<file path="config.mk">
export PLATFORM = sky130hd
export DESIGN_NAME = decode_issue_stage
export DESIGN_NICKNAME = d
export VERILOG_FILES = /design/src/rtl/decode_issue_stage.sv
export SDC_FILE = /design/constraint.sdc
export NUM_CORES = 2
export LEC_CHECK = 0
export ABC_AREA = 0
export BUFFER_PORTS_ARGS = -buffer_cell sky130_fd_sc_hd__buf_2
export CAP_MARGIN = 5
export CELL_PAD_IN_SITES_DETAIL_PLACEMENT = 1
export CELL_PAD_IN_SITES_GLOBAL_PLACEMENT = 2
export CORE_UTILIZATION = 49
export DETAILED_ROUTE_END_ITERATION = 8
export PLACE_DENSITY = 0.88
export SLEW_MARGIN = 10
export SYNTH_ARGS = -nofsm -noshare
export SYNTH_HDL_FRONTEND = slang
export SYNTH_SLANG_ARGS = --single-unit
</file>
<file path="constraint.sdc">
create_clock -name clock -period 8.15 [get_ports clock]
set_clock_uncertainty 0.15 [all_clocks]
set_input_delay 2.445 -clock clock [delete_from_list [all_inputs] [get_ports clock]]
set_output_delay 2.445 -clock clock [all_outputs]
set_load 0.01 [all_outputs]
</file>
<file path="src/rtl/decode_issue_stage.sv">
// RV32I decode/issue stage: decodes ALU, LUI, load and store instructions,
// reads operands from a local register file and issues through a busy-bit scoreboard.
package core_pkg;

   typedef enum logic [3:0] {
      ALU_NOP  = 4'd0,
      ALU_ADD  = 4'd1,
      ALU_SUB  = 4'd2,
      ALU_AND  = 4'd3,
      ALU_OR   = 4'd4,
      ALU_XOR  = 4'd5,
      ALU_SLL  = 4'd6,
      ALU_SRL  = 4'd7,
      ALU_SRA  = 4'd8,
      ALU_SLT  = 4'd9,
      ALU_SLTU = 4'd10
   } alu_opcode_e;

   typedef enum logic [2:0] {
      LW  = 3'd0,
      LH  = 3'd1,
      LB  = 3'd2,
      LHU = 3'd3,
      LBU = 3'd4,
      SW  = 3'd5,
      SH  = 3'd6,
      SB  = 3'd7
   } load_store_func_code;

   localparam logic [6:0] OPCODE_OP    = 7'h33;
   localparam logic [6:0] OPCODE_OPIMM = 7'h13;
   localparam logic [6:0] OPCODE_LUI   = 7'h37;
   localparam logic [6:0] OPCODE_LOAD  = 7'h03;
   localparam logic [6:0] OPCODE_STORE = 7'h23;

endpackage

module decode_issue_stage
   import core_pkg::*;
#(
   parameter int XLEN     = 32,
   parameter int NUM_REGS = 32
) (
   input  logic                clock,
   input  logic                reset,
   input  logic                instr_valid_ip,
   input  logic [31:0]         instr_data_ip,
   output logic                instr_ready_op,
   output logic                issue_valid_op,
   input  logic                issue_ready_ip,
   output alu_opcode_e         alu_operator_op,
   output logic [XLEN-1:0]     alu_operand_a_ex_op,
   output logic [XLEN-1:0]     alu_operand_b_ex_op,
   output logic                en_lsu_op,
   output load_store_func_code lsu_operator_op,
   output logic [XLEN-1:0]     mem_wdata_op,
   output logic [4:0]          rd_op,
   output logic                illegal_instr_op,
   input  logic                wb_alu_valid_ip,
   input  logic [4:0]          wb_alu_addr_ip,
   input  logic [XLEN-1:0]     wb_alu_data_ip,
   input  logic                wb_mem_valid_ip,
   input  logic [4:0]          wb_mem_addr_ip,
   input  logic [XLEN-1:0]     wb_mem_data_ip
);

   function automatic logic in_range(input logic [4:0] a);
      return int'({27'd0, a}) < NUM_REGS;
   endfunction

   function automatic logic wr_ok(input logic [4:0] a);
      return (a != 5'd0) && in_range(a);
   endfunction

   logic [6:0] opc;
   logic [2:0] funct3;
   logic [6:0] funct7;
   logic [4:0] rs1;
   logic [4:0] rs2;
   logic [4:0] rd;

   assign opc    = instr_data_ip[6:0];
   assign rd     = instr_data_ip[11:7];
   assign funct3 = instr_data_ip[14:12];
   assign rs1    = instr_data_ip[19:15];
   assign rs2    = instr_data_ip[24:20];
   assign funct7 = instr_data_ip[31:25];

   logic [XLEN-1:0] imm_i;
   logic [XLEN-1:0] imm_s;
   logic [XLEN-1:0] imm_u;
   logic [XLEN-1:0] shamt;

   assign imm_i = XLEN'($signed(instr_data_ip[31:20]));
   assign imm_s = XLEN'($signed({funct7, rd}));
   assign imm_u = XLEN'($signed({instr_data_ip[31:12], 12'd0}));
   assign shamt = XLEN'(rs2);

   // Entries at or above NUM_REGS exist but are never written or read.
   logic [XLEN-1:0] regs [32];
   logic [31:0]     busy;
   logic [31:0]     busy_nxt;

   logic [XLEN-1:0] rs1_val;
   logic [XLEN-1:0] rs2_val;

   assign rs1_val = wr_ok(rs1) ? regs[rs1] : '0;
   assign rs2_val = wr_ok(rs2) ? regs[rs2] : '0;

   logic                dec_ok;
   logic                use_rs1;
   logic                use_rs2;
   logic                has_rd;
   logic                dec_en_lsu;
   alu_opcode_e         dec_op;
   load_store_func_code dec_lsu;
   logic [XLEN-1:0]     dec_a;
   logic [XLEN-1:0]     dec_b;
   logic [XLEN-1:0]     dec_wdata;

   always_comb begin
      dec_ok     = 1'b1;
      use_rs1    = 1'b0;
      use_rs2    = 1'b0;
      has_rd     = 1'b0;
      dec_en_lsu = 1'b0;
      dec_op     = ALU_ADD;
      dec_lsu    = LW;
      dec_a      = rs1_val;
      dec_b      = imm_i;
      dec_wdata  = '0;
      unique case (opc)
         OPCODE_OP: begin
            use_rs1 = 1'b1;
            use_rs2 = 1'b1;
            has_rd  = 1'b1;
            dec_b   = rs2_val;
            unique case ({funct7, funct3})
               {7'h00, 3'b000}: dec_op = ALU_ADD;
               {7'h20, 3'b000}: dec_op = ALU_SUB;
               {7'h00, 3'b001}: dec_op = ALU_SLL;
               {7'h00, 3'b010}: dec_op = ALU_SLT;
               {7'h00, 3'b011}: dec_op = ALU_SLTU;
               {7'h00, 3'b100}: dec_op = ALU_XOR;
               {7'h00, 3'b101}: dec_op = ALU_SRL;
               {7'h20, 3'b101}: dec_op = ALU_SRA;
               {7'h00, 3'b110}: dec_op = ALU_OR;
               {7'h00, 3'b111}: dec_op = ALU_AND;
               default:         dec_ok = 1'b0;
            endcase
         end
         OPCODE_OPIMM: begin
            use_rs1 = 1'b1;
            has_rd  = 1'b1;
            unique case (funct3)
               3'b000: dec_op = ALU_ADD;
               3'b010: dec_op = ALU_SLT;
               3'b011: dec_op = ALU_SLTU;
               3'b100: dec_op = ALU_XOR;
               3'b110: dec_op = ALU_OR;
               3'b111: dec_op = ALU_AND;
               3'b001: begin
                  dec_b  = shamt;
                  dec_op = ALU_SLL;
                  dec_ok = (funct7 == 7'h00);
               end
               default: begin
                  dec_b  = shamt;
                  dec_op = funct7[5] ? ALU_SRA : ALU_SRL;
                  dec_ok = (funct7 == 7'h00)
                        || (funct7 == 7'h20);
               end
            endcase
         end
         OPCODE_LUI: begin
            has_rd = 1'b1;
            dec_a  = '0;
            dec_b  = imm_u;
         end
         OPCODE_LOAD: begin
            use_rs1    = 1'b1;
            has_rd     = 1'b1;
            dec_en_lsu = 1'b1;
            unique case (funct3)
               3'b000:  dec_lsu = LB;
               3'b001:  dec_lsu = LH;
               3'b010:  dec_lsu = LW;
               3'b100:  dec_lsu = LBU;
               3'b101:  dec_lsu = LHU;
               default: dec_ok  = 1'b0;
            endcase
         end
         OPCODE_STORE: begin
            use_rs1    = 1'b1;
            use_rs2    = 1'b1;
            dec_en_lsu = 1'b1;
            dec_b      = imm_s;
            dec_wdata  = rs2_val;
            unique case (funct3)
               3'b000:  dec_lsu = SB;
               3'b001:  dec_lsu = SH;
               3'b010:  dec_lsu = SW;
               default: dec_ok  = 1'b0;
            endcase
         end
         default: dec_ok = 1'b0;
      endcase
   end

   logic       legal;
   logic [4:0] rd_eff;
   logic       hazard;
   logic       accept;
   logic       issue_load;

   assign legal = dec_ok
               && (!use_rs1 || in_range(rs1))
               && (!use_rs2 || in_range(rs2))
               && (!has_rd || in_range(rd));

   assign rd_eff = has_rd ? rd : 5'd0;

   assign hazard = (use_rs1 && busy[rs1])
                || (use_rs2 && busy[rs2])
                || ((rd_eff != 5'd0) && busy[rd_eff]);

   // Illegal words bypass stalls so a bad fetch never wedges decode.
   assign instr_ready_op = !reset
      && (!legal
          || ((!issue_valid_op || issue_ready_ip)
              && !hazard));

   assign accept     = instr_valid_ip && instr_ready_op;
   assign issue_load = accept && legal;

   always_comb begin
      busy_nxt = busy;
      if (wb_alu_valid_ip) busy_nxt[wb_alu_addr_ip] = 1'b0;
      if (wb_mem_valid_ip) busy_nxt[wb_mem_addr_ip] = 1'b0;
      if (issue_load && (rd_eff != 5'd0)) busy_nxt[rd_eff] = 1'b1;
   end

   always_ff @(posedge clock) begin
      if (reset) begin
         busy <= '0;
      end else begin
         busy <= busy_nxt;
      end
   end

   // Memory port is written last so it wins an address collision.
   always_ff @(posedge clock) begin
      if (reset) begin
         for (int i = 0; i < 32; i++) regs[i] <= '0;
      end else begin
         if (wb_alu_valid_ip && wr_ok(wb_alu_addr_ip))
            regs[wb_alu_addr_ip] <= wb_alu_data_ip;
         if (wb_mem_valid_ip && wr_ok(wb_mem_addr_ip))
            regs[wb_mem_addr_ip] <= wb_mem_data_ip;
      end
   end

   always_ff @(posedge clock) begin
      if (reset) begin
         issue_valid_op      <= 1'b0;
         alu_operator_op     <= ALU_NOP;
         alu_operand_a_ex_op <= '0;
         alu_operand_b_ex_op <= '0;
         en_lsu_op           <= 1'b0;
         lsu_operator_op     <= LW;
         mem_wdata_op        <= '0;
         rd_op               <= 5'd0;
         illegal_instr_op    <= 1'b0;
      end else begin
         illegal_instr_op <= accept && !legal;
         if (issue_load) begin
            issue_valid_op      <= 1'b1;
            alu_operator_op     <= dec_op;
            alu_operand_a_ex_op <= dec_a;
            alu_operand_b_ex_op <= dec_b;
            en_lsu_op           <= dec_en_lsu;
            lsu_operator_op     <= dec_lsu;
            mem_wdata_op        <= dec_wdata;
            rd_op               <= rd_eff;
         end else if (issue_ready_ip) begin
            issue_valid_op <= 1'b0;
         end
      end
   end

endmodule
</file>
After elaboration in Yosys (flattened, before gate mapping)
Memories as Yosys holds them, arrays and structs flattened.
Cells that the tools add are included.
- bits in registers: 143
- bits in writable memories: 1024
- input bits: 112
- word-level logic and storage cells: 142
- memories kept: 1
- $lt $le $gt $ge: 8
- equal/unequal tests: 22
- multiplexer cells: 54
- bitwise operators: 5
- reduce and logical (&&, ||, !) cells: 42
- memories (name ; depth ; width ; rd ports ; clocked after memory_dff ; write ports ; line ; source):
    regs ; 32 ; 32 ; 2 ; 0 ; 32 ; 100 ; logic [XLEN-1:0] regs [32];
- operators by type and width (kind ; number):
    two-way mux 32 bit ; 10
    one-hot mux 32 bit (4 select lines) ; 1
    bitwise AND 32 bit ; 2
    NOT 32 bit ; 2
    OR reduction 32 bit ; 2
    == test 10 x 3 -> 1 bit (second input constant) ; 4
    one-hot mux 4 bit (9 select lines) ; 1
    OR 32 bit ; 1
    less-than comparator 5 x 6 -> 1 bit (second input constant) ; 5
    == test 7 x 6 -> 1 bit (second input constant) ; 4
    one-hot mux 4 bit (7 select lines) ; 1
    two-way mux 1 bit ; 25
    nonzero test 5 bit ; 5
    == test 10 x 2 -> 1 bit (second input constant) ; 2
    == test 10 x 9 -> 1 bit (second input constant) ; 2
    binary-select mux 1 bit (select 5 bit) ; 3
    demux 1 bit (select 5 bit) ; 3
    greater-or-equal comparator 5 x 1 -> 1 bit (second input constant) ; 3
    two-way mux 5 bit ; 3
    logical AND 1 bit ; 14
    == test 3 bit (second input constant) ; 4
    one-hot mux 3 bit (4 select lines) ; 1
    == test 10 x 1 -> 1 bit (second input constant) ; 1
    zero test 10 bit ; 1
    21 further kinds ; 31

Depth between registers and ports, before layout
- word-level depth: 16
- gate-level depth with buffers: 11
- gate-level depth less buffers: 6

Worst setup path after synthesis
Ideal clock, no wire load.
- path kind: input to output
- from: in instr_data_ip[8]
- to: out instr_ready_op
- arrival time: 4099 ps
- data required time: 5555 ps
- slack: 1456 ps
- cell stages on the path: 6
- cell sequence: buf_2 -> buf_1 -> mux4_2 -> a221oi_1 -> o211ai_1 -> a21oi_1
- cells in the longest elaborated chain, start to end: 9
- elaborated cells on any way between the ends: 10
- ends and longest elaborated chain (what ; line ; source):
    start: declaration ; 47 ; input logic [31:0] instr_data_ip,
    two-way mux 5 bit * ; 221 ; assign rd_eff = has_rd ? rd : 5'd0;
    binary-select mux 1 bit (select 5 bit) ; 225 ; || ((rd_eff != 5'd0) && busy[rd_eff]);
    two-way mux 1 bit (not written as such) ; 225 ;
    logical AND 1 bit * ; 225 ;
    logical OR 1 bit * ; 225 ;
    zero test 1 bit * ; 231 ; && !hazard));
    logical AND 1 bit * ; 231 ;
    logical OR 1 bit * ; 230 ; || ((!issue_valid_op || issue_ready_ip)
    logical AND 1 bit * ; 229 ; && (!legal
    end: declaration ; 48 ; output logic instr_ready_op,
Mark *: on every way between the ends. The rest lies on a longest branch, timed or not. The select of a mux whose other input is x is not followed.

Final worst setup path
- from: in instr_data_ip[15]
- to: out instr_ready_op
- cells in the longest elaborated chain, start to end: 9
- ends and longest elaborated chain (what ; line ; source):
    binary-select mux 1 bit (select 5 bit) ; 223 ; assign hazard = (use_rs1 && busy[rs1])
    two-way mux 1 bit (not written as such) ; 223 ;
    logical AND 1 bit ; 223 ;
    logical OR 1 bit ; 224 ; || (use_rs2 && busy[rs2])
    logical OR 1 bit ; 225 ;
    zero test 1 bit ; 231 ;
    logical AND 1 bit ; 231 ;
    logical OR 1 bit ; 230 ;
    logical AND 1 bit ; 229 ;
No other way between the ends. The select of a mux whose other input is x is not followed.

==> impl_metrics.toml <==
[run_status]
status = "finished clean"

[final_layout]
fin_nets = 4646
syn_to_final_growth_pct = 11.0
fin_cells = 6397
fillers = 12300
drive_above_1_share_pct = 27.7

[worst_setup_path]
start_kind = "input pin"
path_max_fanout = 33
crit_path_end_kind = "output pin"
crit_type = "in2out"
path_delay_family = "compound AO/OA/AOI/OAI gates"
crit_slowest_cell = "mux4_2"
critPathMaxStageDelay_ns = 0.55
crit_buf_inv = 2
worstPathCellList = "buf_8, mux4_2, mux2_2, a221o_1, a21boi_0, o211ai_1, a21oi_1, buf_2"
cp.arrival_ns = 4.63
worst_ep_required_time_ns = 5.56

[placement]
place_ws_ns = 0.955
place.gp.congestion = 0.924
dp_hpwl_mm = 160
dp.cells = 6154
io_buffer_count = 223

[global_routing]
grt_usage_pct = 40.4
grt_pass1_vias = 52100
grt_pass1_wl_mm = 389
antenna_found_initial = 21
gr-total-overflow = 0
grt_max_degree = 100

[routing]
routed_via_density = 8.07
dr.pass1.iters = 8
ant_nets = 0
drt_wl_total_mm = 277
first_iter_violations = 8509
drcViolationCount = 0
vias = 51600
wl_per_cell_um = 43.4

[clock_network]
cts_root_buf = "clkbuf_16"
numCtsBuffers = 132
cts_tree = "done"
htreeDepth = 4
cts_sinks = 1167
clk_latency_ns = 0.80
cts_resized = 0
postCtsSetupBuffers = 0
cts_hold_buf = 0
clk_pin_slew_ns = 0.05
clockBufferDepth = 3

[sta]
period_share_pct = 88.6
setup_ws_ns = 0.927
hold_violations = 0
maxSlewHeadroom_pct = 8.69
finalSetupViolations = 0
worst_pin_slew_ns = 1.37
setup_tns_ns = 0
min_period_ns = 7.22
rsz0062_at_grt = "no"
final_max_slew_viol_count = 0
max_clock_freq_ghz = 0.138

[yosys]
yosys_warnings = 0
synth_area_mm2 = 0.0654
synth_cells = 4636
yosysMostFrequentCell = "edfxtp_1"
yosys.area.top_type = "edfxtp_1"
synthFlopType = "edfxtp_1"
synth_edf_count = 1024
synth_top_area_share_pct = 47.0
ys_seq_area_share_pct = 51.4
synth_cell_types = 68
synth_area_per_cell_um2 = 14.1
async_flop_share_pct = 0
ys_ff_latch = 1167
synth_commonest_cells = "1,024 x edfxtp_1, 993 x a22o_1, 545 x clkbuf_1"
synth.area.top_cells = "edfxtp_1 47%, mux4_2 17%, a22o_1 13%"

[floorplan]
die_height_um = 367
dieArea_mm2 = 0.135
initial_core_util_pct = 49.6
core_area_mm2 = 0.132
num_rows = 133
die_w_um = 367
ios = 224

[pwr]
leakagePower_nw = 24.3
vdd_drop_max_mv = 0.217
power_density_mw_per_mm2 = 203

[flow_run]
maxCapViolations = 0

[hold_path]
hp-class = "reg2reg"
[stage by stage]
stage	power [mW]	hold slack [ns]	util (%)	cell area [um^2]
floorplan	8.17	0.308	-	65500
global placement	8.83	0.291	51.9	68500
detailed placement	8.91	0.298	51.9	68500
CTS	14.6	0.305	55.0	72600
global route	14.9	0.327	55.0	72600
finish	14.7	0.302	55.0	72600
[logic make-up (layout without fill, tap and decap cells)]
kind of cell | count (synthesis) | in the layout | share of synthesized area (%)
AOI/OAI and AO/OA | 1423 | 1423 | 18.0
DFF | 1167 | 1167 | 51.4
muxes | 815 | 815 | 22.3
buffers and inverters | 677 | 640 | 4.16
and+or+nand+nor | 552 | 552 | 4.07
other | 1 | 44 | 0.00573
xor gates and xnor gates | 1 | 1 | 0.0134
[per-layer routing]
metal,vias up,part of all wire (%),GRT usage [%]
met3,1143,16,16.8
met5,-,0.036,0
met1,26400,33,49.3
li1,19200,-,-
met4,14,6.3,23.6
met2,4983,44,60.2
[path summary, 6_finish.rpt]
kind	from	endpoint	slack (ns)	cells after the start
worst max-delay path	instr_data_ip[15]	instr_ready_op	0.93	8
worst min register to register	rd_op[4]$_SDFFE_PP0P_	rd_op[4]$_SDFFE_PP0P_	0.30	2
worst min-delay path	rd_op[4]$_SDFFE_PP0P_	rd_op[4]$_SDFFE_PP0P_	0.30	2
worst max register to register	busy[26]$_SDFF_PP0_	alu_operand_b_ex_op[20]$_SDFFE_PP0P_	4.65	7
[layout make-up]
| type | instances | area [um^2] | area share [%] |
|---|---|---|---|
| Sequential cell | 1167 | 33600 | 46.3 |
| Multi-Input combinational cell | 2823 | 30100 | 41.5 |
| Clock buffer | 180 | 3630 | 5.00 |
| Timing Repair Buffer | 396 | 2550 | 3.51 |
| Tap cell | 1755 | 2200 | 3.02 |
| Clock inverter | 50 | 407 | 0.560 |
| Inverter | 14 | 57.6 | 0.0793 |
| Antenna cell | 12 | 30.0 | 0.0414 |
[worst min-delay path, delay by kind of cell, from the launching register on]
family / cells / cell delay (ns)
DFF: 1 / 0.30
and+or+nand+nor: 1 / 0.05
muxes: 1 / 0.05
[power by group]
group          internal, mW  switching [mW]  total, mW
logic                 0.683            1.22       1.91
clock network          3.30            2.51       5.81
registers              6.82           0.177       7.00
[sequential cells by signal, summed over array words and instances, names as in the netlist]
signal / count
alu_operand_a_ex_op: 32
alu_operand_b_ex_op: 32
alu_operator_op: 4
busy: 32
en_lsu_op: 1
illegal_instr_op: 1
issue_valid_op: 1
lsu_operator_op: 3
mem_wdata_op: 32
rd_op: 5
regs: 1024
[cells in the final DEF, fill, tap and decap left out, drive strengths merged, types with 51 or more instances in the layout]
| cell type | n |
|---|---|
| nand3 | 68 |
| dfxtp | 143 |
| nor2b | 51 |
| o22ai | 62 |
| nand2 | 191 |
| clkbuf | 180 |
| edfxtp | 1024 |
| mux2 | 84 |
| mux2i | 224 |
| a21oi | 73 |
| buf | 396 |
| mux4 | 507 |
| nor2 | 96 |
| a22o | 993 |
| o221ai | 71 |
Note: power is estimated with default switching activity, not from simulation.
